**src/rtl/booth2_arbiter.sv**
```systemverilog
// Round-robin front end that time-shares one 16x16 signed multiplier between NUM_REQ requesters,
// with a watchdog that turns a stuck busy handshake into an error response.
module booth2_arbiter #(
    parameter int unsigned NUM_REQ = 4,
    parameter int unsigned ID_W    = 2,
    parameter int unsigned ARM_MAX = 2,
    parameter int unsigned TIMEOUT = 16
) (
    input  logic                    i_clk,
    input  logic                    i_rst_n,
    input  logic [NUM_REQ-1:0]      i_req_valid,
    output logic [NUM_REQ-1:0]      o_req_ready,
    input  logic [16*NUM_REQ-1:0]   i_req_x,
    input  logic [16*NUM_REQ-1:0]   i_req_y,
    output logic                    o_rsp_valid,
    input  logic                    i_rsp_ready,
    output logic [ID_W-1:0]         o_rsp_id,
    output logic [31:0]             o_rsp_z,
    output logic                    o_rsp_err,
    output logic                    o_mul_start,
    output logic [15:0]             o_mul_x,
    output logic [15:0]             o_mul_y,
    input  logic                    i_mul_busy,
    input  logic [31:0]             i_mul_z
);

    localparam int unsigned IDX_W  = $clog2(NUM_REQ);
    localparam int unsigned WD_MAX = (ARM_MAX > TIMEOUT) ? ARM_MAX : TIMEOUT;
    localparam int unsigned WD_W   = $clog2(WD_MAX + 1);

    typedef enum logic [2:0] {StIdle, StIssue, StArm, StRun, StResp} state_e;

    state_e            r_state;
    logic [ID_W-1:0]   r_rr_last;
    logic [ID_W-1:0]   r_cur_id;
    logic [WD_W-1:0]   r_wd;
    logic              r_mul_start;
    logic [15:0]       r_mul_x;
    logic [15:0]       r_mul_y;
    logic              r_rsp_valid;
    logic [ID_W-1:0]   r_rsp_id;
    logic [31:0]       r_rsp_z;
    logic              r_rsp_err;

    logic              w_found;
    logic [IDX_W-1:0]  w_win;
    logic [IDX_W-1:0]  w_idx;

    // Search starts one past the last grant and wraps, so the last winner has lowest priority.
    always_comb begin
        w_found = 1'b0;
        w_win   = '0;
        w_idx   = '0;
        for (int k = 1; k <= int'(NUM_REQ); k++) begin
            w_idx = IDX_W'((int'(r_rr_last) + k) % int'(NUM_REQ));
            if (!w_found && i_req_valid[w_idx]) begin
                w_found = 1'b1;
                w_win   = w_idx;
            end
        end
    end

    always_comb begin
        o_req_ready = '0;
        if (r_state == StIdle && w_found) begin
            o_req_ready[w_win] = 1'b1;
        end
    end

    always_ff @(posedge i_clk or negedge i_rst_n) begin
        if (!i_rst_n) begin
            r_state     <= StIdle;
            r_rr_last   <= ID_W'(NUM_REQ - 1);
            r_cur_id    <= '0;
            r_wd        <= '0;
            r_mul_start <= 1'b0;
            r_mul_x     <= '0;
            r_mul_y     <= '0;
            r_rsp_valid <= 1'b0;
            r_rsp_id    <= '0;
            r_rsp_z     <= '0;
            r_rsp_err   <= 1'b0;
        end else begin
            r_mul_start <= 1'b0;
            unique case (r_state)
                StIdle: begin
                    if (w_found) begin
                        r_mul_x     <= i_req_x[{w_win, 4'b0000} +: 16];
                        r_mul_y     <= i_req_y[{w_win, 4'b0000} +: 16];
                        r_cur_id    <= ID_W'(w_win);
                        r_rr_last   <= ID_W'(w_win);
                        r_mul_start <= 1'b1;
                        r_state     <= StIssue;
                    end
                end
                StIssue: begin
                    r_wd    <= '0;
                    r_state <= StArm;
                end
                StArm: begin
                    if (i_mul_busy) begin
                        r_wd    <= '0;
                        r_state <= StRun;
                    end else begin
                        r_wd <= r_wd + 1'b1;
                        if (r_wd == WD_W'(ARM_MAX - 1)) begin
                            r_rsp_err   <= 1'b1;
                            r_rsp_z     <= '0;
                            r_rsp_id    <= r_cur_id;
                            r_rsp_valid <= 1'b1;
                            r_state     <= StResp;
                        end
                    end
                end
                StRun: begin
                    if (!i_mul_busy) begin
                        r_rsp_err   <= 1'b0;
                        r_rsp_z     <= i_mul_z;
                        r_rsp_id    <= r_cur_id;
                        r_rsp_valid <= 1'b1;
                        r_state     <= StResp;
                    end else begin
                        r_wd <= r_wd + 1'b1;
                        if (r_wd == WD_W'(TIMEOUT - 1)) begin
                            r_rsp_err   <= 1'b1;
                            r_rsp_z     <= '0;
                            r_rsp_id    <= r_cur_id;
                            r_rsp_valid <= 1'b1;
                            r_state     <= StResp;
                        end
                    end
                end
                StResp: begin
                    if (i_rsp_ready) begin
                        r_rsp_valid <= 1'b0;
                        r_state     <= StIdle;
                    end
                end
                default: r_state <= StIdle;
            endcase
        end
    end

    assign o_mul_start = r_mul_start;
    assign o_mul_x     = r_mul_x;
    assign o_mul_y     = r_mul_y;
    assign o_rsp_valid = r_rsp_valid;
    assign o_rsp_id    = r_rsp_id;
    assign o_rsp_z     = r_rsp_z;
    assign o_rsp_err   = r_rsp_err;

endmodule

```
**config.mk**
```make
export PLATFORM = sky130hd
export DESIGN_NAME = booth2_arbiter
export DESIGN_NICKNAME = d
export VERILOG_FILES = /design/src/rtl/booth2_arbiter.sv
export SDC_FILE = /design/constraint.sdc
export NUM_CORES = 1
export LEC_CHECK = 0
export CORE_MARGIN = 2
export CORE_UTILIZATION = 43
export CTS_BUF_LIST = sky130_fd_sc_hd__clkbuf_8
export CTS_CLUSTER_SIZE = 30
export DETAILED_ROUTE_END_ITERATION = 8
export PLACE_DENSITY = 0.88
export SLEW_MARGIN = 20
export SYNTH_ARGS = -nofsm -noshare
export SYNTH_HDL_FRONTEND = slang
export SYNTH_SLANG_ARGS = --single-unit
```
**constraint.sdc**
```tcl
create_clock -name i_clk -period 4.8 [get_ports i_clk]
set_clock_uncertainty 0.2 [all_clocks]
set_input_delay 0.48 -clock i_clk [delete_from_list [all_inputs] [get_ports i_clk]]
set_output_delay 0.48 -clock i_clk [all_outputs]
set_load 0.05 [all_outputs]
```
Word-level counts from Yosys, hierarchy flattened
Index checks and enable logic that the tools add are counted.
- $add $sub $neg: 5
- order comparisons: 6
- equal/unequal tests: 13
- shift-type cells: 2
- multiplexer cells: 49
- reduce and logical (&&, ||, !) cells: 17
- operators by type and width (operator ; number):
    32-bit 2-to-1 mux ; 4
    64-bit by 7-bit indexed part select with 16-bit output ; 2
    32-bit one-hot mux with 2 select lines ; 1
    3-bit 2-to-1 mux ; 6
    1-bit 2-to-1 mux ; 17
    2-bit 2-to-1 mux ; 8
    2-bit by 3-bit < comparator with 1-bit output, second input constant ; 5
    3-bit one-hot mux with 5 select lines ; 1
    5-bit one-hot mux with 3 select lines ; 1
    5-bit 2-to-1 mux ; 2
    2-bit inequality test, second input constant ; 5
    1-bit binary-select mux with 2-bit select ; 4
    4-bit AND reduction ; 2
    3-bit by 2-bit equality test with 1-bit output, second input constant ; 2
    3-bit inequality test, second input constant ; 2
    3-bit nonzero test ; 2
    5-bit by 1-bit adder with 5-bit output, second input constant ; 1
    5-bit by 1-bit equality test with 1-bit output, second input constant ; 1
    5-bit by 4-bit equality test with 1-bit output, second input constant ; 1
    1-bit logical AND ; 5
    5-bit AND reduction ; 1
    2-bit by 1-bit adder with 2-bit output, second input constant ; 2
    2-bit adder, second input constant ; 2
    4-bit 2-to-1 mux ; 1
    11 further kinds ; 14
- register bits after elaboration: 81
- input port bits: 168
- output and inout bits: 73
- word-level logic and storage cells: 103

Longest topological paths before layout
- depth in word-level cells: 18
- gate-level depth with buffers: 9
- depth with buffers taken out: 7

Worst setup path after synthesis
No wires, ideal clock.
- kind: register -> output
- start: register r_rr_last[1]
- end: output port o_req_ready[0]
- data arrival time: 2.272 ns
- required time: 4.120 ns
- path slack: 1.848 ns
- cell stages (with the launch flop): 7
- path buffers: 2
- cell sequence: dfstp_2 > buf_4 > mux2i_1 > a2bb2oi_2 > buf_2 > o21ai_1 > nor2b_1
- cells in the longest elaborated chain, start to end: 18
- elaborated cells on any way between the ends: 33
- classes of those cells: add/sub (4); order compare (2); mux (19); reduce/logical (8)
- ends and longest elaborated chain (what ; line ; text):
    start, declared ; 34 ; logic [ID_W-1:0] r_rr_last;
    start signal, assigned ; 73 ; r_rr_last <= ID_W'(NUM_REQ - 1);
    start signal, assigned ; 91 ; r_rr_last <= ID_W'(w_win);
    2-bit by 1-bit adder with 2-bit output ; 55 ; w_idx = IDX_W'((int'(r_rr_last) + k) % int'(NUM_REQ));
    1-bit binary-select mux with 2-bit select ; 56 ; if (!w_found && i_req_valid[w_idx]) begin
    1-bit 2-to-1 mux (not written as such) ; 56 ;
    1-bit 2-to-1 mux ; 56 ;
    1-bit zero test ; 56 ;
    1-bit logical AND ; 56 ;
    1-bit 2-to-1 mux ; 56 ;
    1-bit zero test ; 56 ;
    (+2 left out) ; n/a ;
    1-bit zero test ; 56 ;
    1-bit logical AND ; 56 ;
    2-bit 2-to-1 mux ; 56 ;
    2-bit by 3-bit < comparator with 1-bit output (not written as such) / 2-bit by 1-bit >= comparator with 1-bit output (equally long branches) ; 66 ; o_req_ready[w_win] = 1'b1;
    1-bit logical AND (not written as such) ; 66 ;
    1-bit 2-to-1 mux (not written as such) ; 66 ;
    1-bit demux with 2-bit select ; 66 ;
    4-bit 2-to-1 mux (*) ; 65 ; if (r_state == StIdle && w_found) begin
    end, declared ; 12 ; output logic [NUM_REQ-1:0] o_req_ready,
Mark *: on every way between the ends. The rest lies on a longest branch, timed or not. The select of a mux whose other input is x is not followed.

Worst setup path after layout
- start: register r_state[0]
- end: output port o_req_ready[3]
- cells in the longest elaborated chain, start to end: 3
- ends and longest elaborated chain (what ; line ; text):
    start, declared ; 33 ; state_e r_state;
    start signal, assigned ; 72 ; r_state <= StIdle;
    start signal, assigned ; 93 ; r_state <= StIssue;
    start signal, assigned ; 98 ; r_state <= StArm;
    3-bit zero test ; 65 ;
    1-bit logical AND ; 65 ;
    4-bit 2-to-1 mux ; 65 ;
Every way passes these cells.

==> results by group <==
Power
  – Internal: 2488 µW
  – Clock Power Share: 12.9%
  – Switching part of the total: between 40 and 50%
  – Peak supply drop: between 0.4 and 0.5 mV
  – Power share of the combinational group: slightly above 60%
  – Seq pwr share: 26.5%
  – Pwr per Cell Area: 660.6 nW/µm²
  – Sw power: 2213 µW
  – Leak pwr: 0.002979 µW

Critical path
  – Max FO, Critical Path: 37
  – WS Path Type: reg -> out
  – Startpoint types: flop
  – Worst setup EP type: output port
  – Worst EP required: 4.12 ns
  – Worst Path Arrival: 2.94 ns

Clocking
  – CTS root buf: clkbuf_8
  – Hold Buf Count CTS: 0
  – Postcts setup bufs: 0
  – Post-CTS Resized: 0
  – CTS tree: done
  – Clk Latency, worst-skew pair: 0.35 ns
  – CTS Sinks: 81
  – Worst-path clk slew: 0.08 ns
  – CTS Buffer Depth: 2
  – H-tree depth: 3
  – Total CTS buffers: 9

Yosys
  – Yosys warnings: 0
  – Post-Synthesis Cells: 407
  – Sequential area share after synthesis: a little under half
  – Mapped cell area: 4410 µm²
  – Number of synthesized register bits: 81
  – Synth Net Count: ~580
  – Post-synth top flop: dfrtp_1
  – Synthesized area per cell: 10.84 µm²
  – Async SR Flop Fraction: 100.0%
  – Post-synth EDFFs: 0
  – Distinct cells, synth: 47

STA
  – Worst slew margin: approximately 52%
  – Slew of the pin with the lowest slew margin: a little over 0.7 ns
  – Tcrit/Tclk final: 75.39%
  – Tmin final: 3.619 ns
  – Unrepaired setup endpoints after global routing: no
  – Total negative slack: 0 ns
  – Setup WS post-layout: 1.181 ns
  – Max Freq: 276.4 MHz
  – Final hold vios: 79
  – Hold_ws: -0.04216 ns
  – Endpoints failing setup: 0
  – Max-slew violations: 0

Outcome
  – Status: complete, but fails checks
  – Failing checks: hold timing

Drt
  – Via density: 5.718
  – 1st-pass router iterations: 5
  – Routed wire length per instance: 18.93 µm
  – DR iter-0 viols: 268
  – DRC Markers: 0
  – Vias after detailed routing: approximately 4400
  – Final WL: roughly 15 mm
  – ANT nets after route: 0

Global routing
  – First-pass GRT wire length: 22.80 mm
  – Total track usage: 26.09%
  – Remaining global-route overflow: 0
  – Largest net degree at the start of global routing: 82
  – Number of global-route vias before repair: 4473
  – Initial antenna violation count: 0

Flow run
  – Max Cap Viol: 0

Die
  – Die H: 105.3 µm
  – Ports: approximately 240
  – Starting Density: 44.71%
  – Core area: 9864 µm²
  – FP Rows: 36
  – Die W: 105.3 µm
  – Die area: 11080 µm²

Place
  – Post-Place Worst Slack: 1.248 ns
  – Placed Cells: 750
  – Routability cong.: about 0.85
  – DP HPWL: 10.62 mm
  – Port bufs: between 200 and 250

Cells and area
  – Area grow syn2layout: 61.36%
  – # diodes: 0
  – Final nets: approximately 800
  – Fraction of layout cells with a size suffix above 1: 11.22%
  – Final Non-Filler Cells: 766

Hold path
  – Hold crit path type: in -> async
[cell type report]
type	count	area, µm²
Timing Repair Buffer	249	2466
Clock inverter	7	118.9
Inverter	9	33.78
Tap cell	133	166.4
Clock buffer	9	123.9
Fill cell	684	2748
Sequential cell	81	2029
Multi-Input combinational cell	278	2178
[sequential cells by signal, indices dropped and copies added, names as in the netlist]
register     flops
o_rsp_z         32
o_mul_x         16
o_mul_y         16
r_wd             5
r_state          3
o_rsp_id         2
r_cur_id         2
r_rr_last        2
o_mul_start      1
o_rsp_err        1
o_rsp_valid      1
[stage by stage]
stage | util, % | total power [µW] | hold WS [ns] | area (µm²)
floorplan | - | 3149 | -0.01559 | 4410
global placement | 69.65 | 4016 | 0.2747 | 6870
detailed placement | 69.65 | 4103 | 0.2861 | 6870
CTS | 72.11 | 4725 | 0.1141 | 7113
global route | 72.15 | 4929 | 0.0004099 | 7117
finish | 72.15 | 4702 | -0.04216 | 7117
[cells in the mapped netlist (2+ instances only)]
| library cell | count | area share, % |
|---|---|---|
| or2_1 | 2 | 0.28 |
| a21oi_1 | 41 | 4.7 |
| o21ai_0 | 37 | 4.2 |
| mux2_1 | 2 | 0.51 |
| buf_4 | 3 | 0.51 |
| a22o_1 | 35 | 7.0 |
| nand2_1 | 7 | 0.60 |
| clkbuf_1 | 25 | 2.1 |
| mux2_4 | 30 | 10 |
| mux2i_1 | 2 | 0.45 |
| dfrtp_1 | 79 | 45 |
| buf_2 | 8 | 0.91 |
| a221o_1 | 34 | 7.7 |
| nand3_1 | 34 | 3.9 |
| nor2_1 | 13 | 1.1 |
| dfstp_2 | 2 | 1.2 |
| ha_1 | 3 | 0.85 |
| nor2b_1 | 7 | 0.99 |
| buf_6 | 3 | 0.77 |
| a32o_1 | 2 | 0.45 |
| mux2_2 | 2 | 0.51 |
| inv_1 | 9 | 0.77 |
| o22ai_1 | 2 | 0.28 |
| o31ai_1 | 2 | 0.34 |
[power by group through the flow]
| stage | sequential [µW] | combinational (µW) | clock [µW] |
|---|---|---|---|
| after global placement | 1230 | 2790 | 0 |
| final | 1240 | 2850 | 607 |
| after detailed placement | 1250 | 2850 | 0 |
| after floorplan | 2080 | 1070 | 0 |
| after CTS | 1240 | 2860 | 621 |
| after global routing | 1280 | 2990 | 651 |
[cells in the final DEF, fill, tap and decap left out, types with 11 or more instances in the layout]
cell type,instances
a21oi_1,41
a221o_1,34
a22o_1,35
buf_4,11
clkdlybuf4s50_1,237
dfrtp_1,79
mux2_4,30
nand3_1,34
nor2_1,13
o21ai_0,37
[path summary, 6_finish.rpt]
kind | from | end | slack (ns) | depth (start not counted)
max | r_state[0] | o_req_ready[3] | 1.18 | 6
min | i_rst_n | r_wd[2] | -0.04 | 1
max reg2reg | r_rr_last[1] | o_mul_x[1] | 1.64 | 6
min reg2reg | r_cur_id[0] | r_cur_id[0] | 0.31 | 2
max in group asynchronous | i_rst_n | o_mul_y[10] | 3.96 | 1
min in group i_clk | r_cur_id[0] | r_cur_id[0] | 0.31 | 2
[logic make-up (layout without fill, tap and decap cells)]
kind of cell / Yosys count / in the layout / share of synthesized area (%)
buffers and inverters: 48 / 274 / 5.078
adder cells (fa/ha/maj): 4 / 4 / 1.078
flip-flops: 81 / 81 / 46.01
AO/OA/AOI/OAI: 162 / 162 / 27.09
multiplexers: 36 / 36 / 11.69
AND/OR/NAND/NOR: 76 / 76 / 9.050
[worst max-delay path, cell delays in order, from the launching register on]
cell             delay, ns
dfrtp_1               0.55
nor3_1                0.38
o31ai_4               0.12
buf_4                 0.27
or2_1                 0.29
nor2b_1               0.13
clkdlybuf4s50_1       0.85
[routing by layer]
metal / global-route usage, % / vias up / routed length (µm)
met4: 12.10 / 0 / 367
met1: 31.15 / 2109 / 5724
li1: - / 1994 / -
met5: 0 / - / 0
met2: 44.93 / 249 / 7333
met3: 5.442 / 28 / 1076
(Power assumes the default switching activity.)
==> RTL edit 1, RTL diff (same settings) <==
Set the parameter `NUM_REQ` to 8 (it was 4).
--- a/src/rtl/booth2_arbiter.sv
+++ b/src/rtl/booth2_arbiter.sv
@@ -3,3 +3,3 @@
 module booth2_arbiter #(
-    parameter int unsigned NUM_REQ = 4,
+    parameter int unsigned NUM_REQ = 8,
     parameter int unsigned ID_W    = 2,
Ports: changed (resized i_req_valid, i_req_x, i_req_y and o_req_ready); port bits go from 241 to 377. No check against the original RTL was run, so the function may have changed too.
==> RTL edit 1 against the unedited design <==
- area after synthesis is 57% higher
- clock power is 17% lower
- critical path type unchanged
- synthesized cell count is 83% higher
- worst setup slack worse by 1.1 ns
- critical path depth is 6 higher
- combinational power grew to 2.7 times the old value
- the run still ends with hold timing left
- power is 100% higher
- routed wire length is 93% higher
- die area is 54% higher
- highest routed layer unchanged
- count of clock-buffer cells in the layout is 1 higher
- hold slack better by 0.0022 ns
- design area is 59% higher
- sequential cell count stayed put
- utilization is 0.77 points lower
==> RTL edit 1: results (changes against the unedited design) <==
| Metric | Value |
|---|---|
| Status | complete, but fails checks |
| Failing checks | hold timing |
| Layout cells sized above 1 | 0.112 (-0.000142) |
| Peak VDD IR | 0.671 mV (+45%) |
| IO buf count | 376 (+57%) |
| M3 GR Usage | 0.0680 (+0.0136) |
| Placer Congestion | 0.923 (+8.3%) |
| First-pass GRT wire length | 41500 um (+82%) |
| Fin. Hold Viols | 59 (-25%) |
| Synth top cells by count | 99 x mux2i_1, 79 x dfrtp_1, 71 x a21oi_1 |
| Met1 usage | 0.388 (+0.0761) |
| Final HPWL DP | 21300 um (+100%) |
| Hold slack | -0.0399 ns (+0.00222 ns) |
| Yosys cell types | 58 (+23%) |
| Via density | 5.94 (+3.9%) |
| Drt first pass iters | 7 (+2) |
| Number of global-route vias before repair | 7573 (+69%) |
| FILL cells | 1138 (+66%) |
| Seq/Total Area, Yosys | 0.294 (-0.167) |
| GR Util met2 | 0.540 (+0.0911) |
| Clock latency at the later pin of the worst-skew pair | 0.38 ns (+0.03 ns) |
| H-tree depth | 3 (unchanged) |
| Layout Nets | 1398 (+75%) |
| All-layer global routing usage | 0.315 (+0.0544) |
| Slew Limit Headroom | 0.462 (-0.0552) |
| Setup WS pre-CTS | 0.0926 ns (-1.16 ns) |
| Leak Pwr | 4.66 nW (+56%) |
| Syn Nets | 1051 (+82%) |
| Critical Path AT | 4.01 ns (+1.07 ns) |
| Max Fanout on Critical Path | 8 (-78%) |
| Largest cells by area after synthesis | dfrtp_1 29%, mux2i_1 14%, mux4_2 6.2% |
| WL per Instance | 21.4 um (+13%) |
| Initial DRC Count | 597 (+120%) |
| Initial antenna violation count | 0 (unchanged) |
## RTL edit 1: changes by cell type in the layout (fill, tap and decap cells not counted), sizes merged, moves of 37 or more
cell and change:
clkdlybuf4s50 +130, a211oi +46, mux2i +97, a2111oi +48, nand2 +62, buf +37, and2 +48
## RTL edit 1: metrics by stage
stage | cells | util | setup TNS, ns | instance area [um2] | total power, mW
floorplan | 746 | - | 0 | 7000 | 6.52
global placement | 1289 | 0.695 | 0 | 11000 | 8.49
detailed placement | 1289 | 0.695 | 0 | 11000 | 8.67
CTS | 1305 | 0.708 | 0 | 11200 | 9.23
global route | 1314 | 0.714 | -0.0240 | 11300 | 9.94
finish | 1314 | 0.714 | 0 | 11300 | 9.42
## RTL edit 1: path summary, 6_finish.rpt
path                              start             end  slack (ns)  cells past startpoint
max                        r_rr_last[0]  o_req_ready[2]        0.11                     12
min                             i_rst_n         r_wd[2]       -0.04                      1
max reg2reg                r_rr_last[0]     o_mul_y[12]        0.47                     13
min reg2reg                  o_mul_y[2]      o_mul_y[2]        0.30                      1
max in group asynchronous       i_rst_n      o_mul_y[6]        3.89                      1
min in group i_clk           o_mul_y[2]      o_mul_y[2]        0.30                      1
## RTL edit 1: report_power, final
group	internal (mW)	leakage [nW]	switching, mW
Combinational	3.24	3.58	4.42
Clock	0.207	0.0855	0.297
Sequential	1.02	1.00	0.240
## RTL edit 1: layout make-up
| type | count | area share |
|---|---|---|
| Clock inverter | 6 | 0.00432 |
| Clock buffer | 10 | 0.0122 |
| Multi-Input combinational cell | 573 | 0.407 |
| Inverter | 12 | 0.00399 |
| Timing Repair Buffer | 416 | 0.369 |
| Sequential cell | 81 | 0.180 |
| Tap cell | 216 | 0.0239 |
## RTL edit 1: timing repair
item	4_1_cts	5_1_grt
setup endpoints to repair	8	8
hold buffers	0	0
resized for setup	3	10
setup buffers	0	9
pin swaps	0	4
## RTL edit 1: cells by family after synthesis
logic type / count (synthesis) / share of synthesized area
AO/OA/AOI/OAI: 258 / 0.280
adder cells (fa/ha/maj): 5 / 0.00905
buffers and inverters: 92 / 0.0603
flip-flops: 81 / 0.294
multiplexers: 130 / 0.225
AND/OR/NAND/NOR: 180 / 0.132
## RTL edit 1: layer usage
layer | vias up | wire (um) | part of all wire
met1 | 3722 | 10700 | 0.38
met3 | 67 | 2200 | 0.078
met4 | 0 | 1060 | 0.038
met5 | - | 0 | 0
li1 | 3586 | - | -
met2 | 432 | 14100 | 0.50
## RTL edit 1: worst max-delay path, stage by stage (launching register included)
cell and delay, ns:
dfstp_2 0.55, inv_2 0.08, ha_4 0.32, buf_4 0.16, mux4_2 0.49, mux2_4 0.31, or4b_4 0.54, a2111oi_4 0.37
a311oi_4 0.06, buf_6 0.15, buf_4 0.16, nor4_4 0.25, buf_6 0.19
==> RTL edit 2, RTL diff (config.mk and constraints unchanged) <==
Made on the original files. Put one more register stage on the output `o_rsp_err`, with the module's reset. The value now appears one clock later. The other outputs are not delayed to match.
--- a/src/rtl/booth2_arbiter.sv
+++ b/src/rtl/booth2_arbiter.sv
@@ -149,3 +149,9 @@
     assign o_rsp_z     = r_rsp_z;
-    assign o_rsp_err   = r_rsp_err;
+    always_ff @(posedge i_clk or negedge i_rst_n) begin
+        if (!i_rst_n) begin
+            o_rsp_err <= '0;
+        end else begin
+            o_rsp_err <= r_rsp_err;
+        end
+    end
 
Check against the original RTL: not equivalent (a bounded check fails within 10 cycles, from zero or initial values and one cycle with i_rst_n low).
==> RTL edit 2 against the unedited design <==
- the run still ends with hold timing left
- sequential cell count up 1
- count of clock-buffer cells in the layout up 2
- worst setup slack got worse by 0.16 ns
- final cell count is 4.3% higher
- power up 3.4%
- sequential share of layout area shrank 0.43 points
- design area is 2.8% higher
- routed wire length up 6.7%
- first-iteration DRC count is 19% lower
- area after synthesis increased by 6.4%
==> RTL edit 2: results (changes against the unedited design) <==
| Metric | Value |
|---|---|
| Seq/Total Area, Yosys | 0.438 (-0.0222) |
| Initial DRC Count | 216 (-19%) |
| Yosys cell types | 58 (+23%) |
| Status | complete, but fails checks |
| Hold slack | -0.0438 ns (-0.00165 ns) |
| Placer Congestion | 0.908 (+6.5%) |
| Synth top cells by count | 80 x dfrtp_1, 39 x nand2_1, 35 x a22o_1 |
| Worst-Margin Slew | 1.10 ns (+0.379 ns) |
| Fin. Hold Viols | 80 (+1.3%) |
| Final HPWL DP | 11000 um (+3.5%) |
| Leak Pwr | 3.13 nW (+5.1%) |
| CP peak stage delay | 0.81 ns (-0.04 ns) |
| P_comb | 3.00 mW (+5%) |
| Layout Nets | 825 (+3.3%) |
| All-layer global routing usage | 0.264 (+0.00321) |
| FF-to-FF path depth | 5 (-1) |
| Number of global-route vias before repair | 4574 (+2.3%) |
| FILL cells | 835 (+22%) |
| Peak VDD IR | 0.389 mV (-16%) |
| Layout cells sized above 1 | 0.117 (+0.00468) |
| Syn Nets | 606 (+4.8%) |
| H-tree depth | 3 (unchanged) |
| Critical Path AT | 3.10 ns (+0.16 ns) |
| Failing checks | hold timing |
| Worst flop-to-flop path endpoint | o_mul_y[7] |
| Worst setup startpoint | i_req_valid[1] |
| Max Fanout on Critical Path | 26 (-30%) |
| Switch share | 0.488 (+0.0177) |
| First-pass GRT wire length | 23900 um (+4.6%) |
| Via density | 5.65 (-1.3%) |
## RTL edit 2: changes by cell type in the layout (fill, tap and decap cells not counted), moves of 8 or more
cell / delta
a21oi_1: -34
a221o_1: -32
nand2_1: +32
mux2i_1: +31
mux2_4: -30
a21o_1: +25
o211ai_2: +25
nand3_1: -8
## RTL edit 2: layer usage
layer	vias to the layer above	part of all wire	GRT usage
li1	2039	-	-
met5	-	0	0
met1	2155	0.38	0.314
met2	268	0.48	0.426
met4	0	0.047	0.160
met3	49	0.092	0.0705
## RTL edit 2: final cells by class
cell class	instances	share of cell area
clock buffers	11	0.0207
well taps	140	0.0239
multi-input cells	298	0.318
repair buffers	246	0.335
flip-flops and latches	82	0.281
inverters	17	0.00941
clock inverters	5	0.0116
## RTL edit 2: worst register-to-register path: stages (launching register included)
cell and delay, ns:
dfstp_2 0.69, a21boi_2 0.13, o21ba_1 0.55, nor2_8 0.76
mux2i_1 0.36, o221ai_2 0.14
## RTL edit 2: logic make-up after synthesis
logic type                 after synthesis  share of synthesized area
and+or+nand+nor                        101                      0.109
AOI/OAI and AO/OA                      157                      0.292
DFF                                     82                      0.438
adders and majority gates                4                     0.0101
muxes                                   36                     0.0800
buffers and inverters                   55                     0.0707
## RTL edit 2: metrics by stage
stage | cells | instance area (um2) | worst slack [ns] | hold WS, ns
floorplan | 435 | 4690 | 2.05 | -0.0156
global placement | 783 | 7070 | 1.17 | 0.162
detailed placement | 783 | 7070 | 1.09 | 0.167
CTS | 799 | 7300 | 1.03 | 0.136
global route | 799 | 7320 | 0.944 | 0.0202
finish | 799 | 7320 | 1.02 | -0.0438
